<file path="src/rtl/fifo_stream_drain.sv">
// Read-side drain for a synchronous FIFO: pops words into a 2-entry skid buffer and streams them
// out on valid/ready, marking every BURST_LEN-th word with m_last and counting finished bursts.
module fifo_stream_drain #(
    parameter int unsigned DATA_WIDTH = 32,
    parameter int unsigned BURST_LEN  = 8,
    parameter int unsigned BCNT_WIDTH = 16
) (
    input  logic                  clk,
    input  logic                  reset,
    input  logic                  fifo_empty,
    input  logic [DATA_WIDTH-1:0] fifo_data,
    output logic                  fifo_rd_en,
    output logic                  m_valid,
    input  logic                  m_ready,
    output logic [DATA_WIDTH-1:0] m_data,
    output logic                  m_last,
    output logic [BCNT_WIDTH-1:0] burst_count
);

    localparam logic [7:0] LastIdx = 8'(BURST_LEN - 1);

    logic [DATA_WIDTH-1:0] buf_q [2];
    logic [DATA_WIDTH-1:0] buf_d [2];
    logic [1:0]            count_q, count_d;
    logic                  rd_idx_q, rd_idx_d;
    logic                  wr_idx_q, wr_idx_d;
    logic                  pending_q, pending_d;
    logic [7:0]            widx_q, widx_d;
    logic [BCNT_WIDTH-1:0] bcnt_q, bcnt_d;

    logic       pop;
    logic       push;
    logic [1:0] occupancy;

    always_comb begin
        m_valid     = (count_q != 2'd0);
        m_data      = buf_q[rd_idx_q];
        m_last      = m_valid && (widx_q == LastIdx);
        burst_count = bcnt_q;

        pop  = m_valid && m_ready;
        push = pending_q;

        // Slots committed after this edge; count + pending never exceeds 2, so 2 bits suffice.
        occupancy  = count_q + {1'b0, pending_q} - {1'b0, pop};
        fifo_rd_en = !fifo_empty && (occupancy < 2'd2);
    end

    always_comb begin
        buf_d     = buf_q;
        count_d   = count_q;
        rd_idx_d  = rd_idx_q;
        wr_idx_d  = wr_idx_q;
        pending_d = fifo_rd_en;
        widx_d    = widx_q;
        bcnt_d    = bcnt_q;

        if (push) begin
            buf_d[wr_idx_q] = fifo_data;
            wr_idx_d        = ~wr_idx_q;
        end
        if (pop) begin
            rd_idx_d = ~rd_idx_q;
        end
        count_d = count_q + {1'b0, push} - {1'b0, pop};

        if (pop) begin
            if (m_last) begin
                widx_d = 8'd0;
                bcnt_d = bcnt_q + 1'b1;
            end else begin
                widx_d = widx_q + 8'd1;
            end
        end
    end

    always_ff @(posedge clk or negedge reset) begin
        if (!reset) begin
            buf_q     <= '{default: '0};
            count_q   <= 2'd0;
            rd_idx_q  <= 1'b0;
            wr_idx_q  <= 1'b0;
            pending_q <= 1'b0;
            widx_q    <= 8'd0;
            bcnt_q    <= '0;
        end else begin
            buf_q     <= buf_d;
            count_q   <= count_d;
            rd_idx_q  <= rd_idx_d;
            wr_idx_q  <= wr_idx_d;
            pending_q <= pending_d;
            widx_q    <= widx_d;
            bcnt_q    <= bcnt_d;
        end
    end

endmodule

</file>
<file path="config.mk">
export PLATFORM = sky130hd
export DESIGN_NAME = fifo_stream_drain
export DESIGN_NICKNAME = d
export VERILOG_FILES = /design/src/rtl/fifo_stream_drain.sv
export SDC_FILE = /design/constraint.sdc
export NUM_CORES = 1
export LEC_CHECK = 0
export BUFFER_PORTS_ARGS = -buffer_cell sky130_fd_sc_hd__buf_2
export CAP_MARGIN = 5
export CORE_MARGIN = 4
export CORE_UTILIZATION = 41
export DETAILED_ROUTE_END_ITERATION = 12
export PLACE_DENSITY = 0.72
export SYNTH_ARGS = -nofsm -noshare
export SYNTH_HDL_FRONTEND = slang
export SYNTH_SLANG_ARGS = --single-unit
export TNS_END_PERCENT = 30
</file>
<file path="constraint.sdc">
create_clock -name clk -period 2.7 [get_ports clk]
set_input_delay 0.27 -clock clk [delete_from_list [all_inputs] [get_ports clk]]
set_output_delay 0.27 -clock clk [all_outputs]
set_load 0.01 [all_outputs]
</file>
# After elaboration in Yosys (flattened, before gate mapping)
# Index checks and enable logic that the tools add are counted.
totals:
  ff_bits: 93
  input_bits: 36
  output_inout_bits: 51
  word_cells: 35
op_classes:
  add_sub_neg: 4
  order_cmp: 4
  eq_ne: 1
  mux: 7
  bitwise: 4
  reduce_logical: 7
op_table:
  columns: ["op", "count"]
  rows:
  - ["$mux 32", 4]
  - ["$bwmux 64", 1]
  - ["$demux 32 s1", 1]
  - ["$add 16x1->16 const B", 1]
  - ["$add 8x1->8 const B", 1]
  - ["$eq 8x3->1 const B", 1]
  - ["$mux 8", 1]
  - ["$ge 2x2->1 const B", 2]
  - ["$logic_and 1x1->1", 4]
  - ["$not 1->2", 2]
  - ["$add 2x1->2", 1]
  - ["$lt 2x1->1 const B", 1]
  - ["$lt 2x2->1 const B", 1]
  - ["$not 1->1", 2]
  - ["$reduce_and 2->1", 1]
  - ["$reduce_bool 2->1", 1]
  - ["$sub 2x1->2", 1]
  - ["$logic_not 1->1", 1]

# Logic depth before layout (Yosys ltp)
depth:
  word_depth: 6
  mapped_depth: 8

# Worst setup path before layout
# Ideal clock, no wire load.
synth_path:
  path_kind: "flip-flop to output port"
  start: "register count_q[1]"
  end: "output fifo_rd_en"
  arrival_time_ns: 1.819
  required_ns: 2.430
  slack_ns: 0.611
  stages_incl_launch_ff: 9
  path_buffers: 0
  path_cell_list: "dfrtp_1 -> o21ai_2 -> inv_1 -> ha_1 -> inv_1 -> ha_1 -> xnor2_1 -> xnor2_1 -> nor2_1"
synth_between:
  elab_chain_cells: 5
synth_lines:
  columns: ["element", "line", "rtl"]
  rows:
  - ["from (decl)", "24", "logic [1:0] count_q, count_d;"]
  - ["from (signal assigned)", "88", "count_q <= count_d;"]
  - ["$reduce_bool 2->1", "36", "m_valid = (count_q != 2'd0);"]
  - ["$logic_and 1x1->1", "41", "pop = m_valid && m_ready;"]
  - ["net pop", "31", "logic pop;"]
  - ["$sub 2x1->2", null, null]
  - ["net count_d[1]", "24", null]
  - ["$lt 2x2->1", "46", "fifo_rd_en = !fifo_empty && (occupancy < 2'd2);"]
  - ["$logic_and 1x1->1", "46", null]
  - ["to (decl)", "12", "output logic fifo_rd_en,"]
# The timed path passes the listed nets, and every way through them passes these cells.

# Worst setup path after layout
layout_path:
  start: "register count_q[0]"
  end: "output fifo_rd_en"
# The elaborated chain is that of the path after synthesis.

==> metrics.txt <==
layout cell share with drive strength beyond 1=54.97%; htree depth=3; CP required=around 2400 ps; First-pass DRT Iterations=4; setup ws final=about 250 ps; final hold vios=0; dpl ws=347.0 ps; Static Leakage=2.240 nW; Hold Crit Class=in -> reg; share of the yosys chip area belonging to registers=57.27%; Placement Rows=36; P_int=roughly 3.7 mW; Power Density=around 1100 nW/um2; crit path to=fifo_rd_en; clk root buf=clkbuf_8; Synth Area per Inst=14.26 um2; Cells after Synth=approximately 290; worst vdd ir=between 0.0004 and 0.0005 V; #FFs+latches synth=93; Min Clock Period, post-route=2454 ps; Slew headroom=58.82%; DRT Wirelength=7967 um; Starting Density=41.77%; CTS clk-pin slew, worst paths=90 ps; status=completed; initial drt markers=79; Post-Synth Simple-Gate Area=7.143%; Overflow after GRT=0; RR Startpoint=widx_q[3]; CP startpoint=count_q[0]; crit path DAT=2180 ps; max-slew violation count=0; Worst Path Max Fanout=5; Die X=107.6 um; CTS tree=built; R2R Setup Slk=~790 ps; Buffers on Ports=86; core footprint=9729 um2; die height=107.6 um; initial antenna violation count=0; multi-input logic area=1692 um2; vias in the first global route=2709; global-route usage over all layers=14.55%; die area=11570 um2; via count=2584; IO Count=87; post-synthesis compound-gate area fraction=0.6158%; share of synthesized area spent on multiplexers=26.88%; R2R depth=3; Clock power frac=between 10% and 20%; RSZ-0062 raised after global routing=no; cell accounting for the most synthesized area=dfrtp_1; Clock Path Buffers=2; fraction of the mapped netlist area in adder cells=1.232%; main combinational cell family by area after synthesis=multiplexers; GR Util met3=3.479%; average wire per standard cell=around 15 um; Setup CP Type=reg -> out; M2 GR Usage=a little under a quarter; # Max-Cap Violations=0; crit path launch type=register; first-pass GRT wire length=13190 um; top area cells in the synthesized netlist=dfrtp_1 (57%), mux2_2 (27%), xnor2_1 (4.3%), ha_1 (1.2%), nand4_1 (1.2%); Worst Tran Pin Value=617.7 ps; largest net degree at the start of global routing=between 40 and 50; GRT Max-Usage Layer=met2; synth unique cells=23; hold slack=about 70 ps; Setup TNS=0 ps; Synth Net Count=325; Post-route DRC=0; r2r endpoint=burst_count[1]; Post-Syn Area=4064 um2; Comb pwr share=40.8%; # clock sinks=93; Ant. Diodes=0; Final Wtd Congestion=between 0.7 and 0.8; CTS Buf Count=9; NetSw=1.779 mW; XOR/XNOR Fraction of Synth Area=5.388%; Post-Route Skew=8.471 ps; Fillers=between 800 and 900; setup violators final=0; share of the synthesized area in the top cell type=57.27%; Area Growth Syn to Fin=20.72%; Synthesis Warnings=0; switching share of power=32.65%; register area=roughly 2300 um2; worst skew pair latency=360 ps; number of vias per cell=5.017; fin crit share=90.89%; Final ANT Viol Nets=0; nets=418; grt met1 use=between 10% and 20%; sequential power share=around 42%; Detailed Place HPWL=5393 um; Worst Setup End Kind=primary output; Achievable Freq=roughly 0.4 GHz
final cells by class:
cell class / instances / area share, %
Timing Repair Buffer: 93 / 10.46
Inverter: 5 / 0.3826
Multi-Input combinational cell: 176 / 34.48
Sequential cell: 93 / 47.44
Tap cell: 133 / 3.392
Clock buffer: 10 / 2.601
Clock inverter: 5 / 1.250
worst min-delay path by stage:
stage	startpoint	end	slack (ps)	depth (start not counted)
floorplan	reset	buf_q[0]	-30	0
CTS	fifo_empty	pending_q	50	2
detailed placement	reset	buf_q[4]	320	1
global route	fifo_empty	pending_q	70	2
finish	fifo_empty	pending_q	70	2
global placement	reset	buf_q[4]	320	1
routing by layer:
layer / vias up / part of all wire (%) / wire [um]
li1: 1191 / - / -
met1: 1313 / 45 / 3618
met2: 72 / 47 / 3773
met3: 8 / 5.8 / 466
met4: 0 / 1.4 / 108
met5: - / 0 / 0
power by group through the flow:
stage                     logic (mW)  registers, mW  clock network (mW)
after floorplan                 1.60           2.20                   0
after global placement          2.20           2.29                   0
after detailed placement        2.25           2.34                   0
after CTS                       2.26           2.32               0.950
after global routing            2.43           2.39                1.00
final                           2.23           2.31               0.913
cell usage after synthesis:
library cell / number
mux2_2: 97
dfrtp_1: 93
xnor2_1: 20
nand2_1: 11
clkbuf_1: 8
nand4_1: 8
nand3_1: 6
nor2_1: 6
inv_1: 5
xor2_1: 5
and3_1: 4
ha_1: 4
buf_1: 3
nor3_1: 3
and2_1: 2
and4_1: 2
nor4_4: 2
a21o_1: 1
nor3_4: 1
o2111ai_1: 1
o21ai_2: 1
or2_2: 1
or4_4: 1
stage by stage:
| stage | utilization, % | cells | area [um2] | power [mW] |
|---|---|---|---|---|
| after CTS | 50.27 | 513 | 4891 | 5.525 |
| after global placement | 48.15 | 497 | 4684 | 4.485 |
| final | 50.42 | 515 | 4906 | 5.449 |
| after global routing | 50.42 | 515 | 4906 | 5.826 |
| after detailed placement | 48.15 | 497 | 4684 | 4.586 |
| after floorplan | - | 285 | 4064 | 3.808 |
kinds of logic after synthesis:
logic type                 count (synthesis)
and+or+nand+nor                           47
adders and majority gates                  4
DFF                                       93
AOI/OAI and AO/OA                          3
muxes                                     97
buffers and inverters                     16
xor gates and xnor gates                  25
critical path, stage by stage (launching register included):
cell and delay, ps:
dfrtp_1 440, o21ai_4 200, inv_1 120, ha_1 280
inv_1 40, ha_1 170, xnor2_1 130, xnor2_1 220
nor2_1 90, buf_2 140
state kept, by name (all words and copies together), names as in the netlist:
signal and flops:
widx_q 8, rd_idx_q 1, count_q 2, pending_q 1
buf_q 64, burst_count 16, wr_idx_q 1
placed cells by master (no fill, tap or decap), types with 4 or more instances in the layout:
| cell | netlist | final |
|---|---|---|
| and3_1 | 4 | 4 |
| nand2_1 | 11 | 11 |
| nor2_1 | 6 | 5 |
| dfrtp_1 | 93 | 93 |
| nand3_1 | 6 | 6 |
| inv_1 | 5 | 5 |
| buf_2 | 0 | 85 |
| mux2_2 | 97 | 97 |
| ha_1 | 4 | 4 |
| clkbuf_8 | 0 | 9 |
| buf_4 | 0 | 5 |
| xnor2_1 | 20 | 20 |
| nand4_1 | 8 | 8 |
| xor2_1 | 5 | 5 |
timing repair:
item / in CTS / in global routing
endpoints found under the hold margin: 46 / 0
cloned: 0 / 0
buffers inserted: 0 / 2
hold buffers: 1 / 0
resized for setup: 1 / 0
pin swaps: 0 / 1
endpoints found under the setup margin: 1 / 1
No activity file was read; power rests on OpenSTA's default activity.
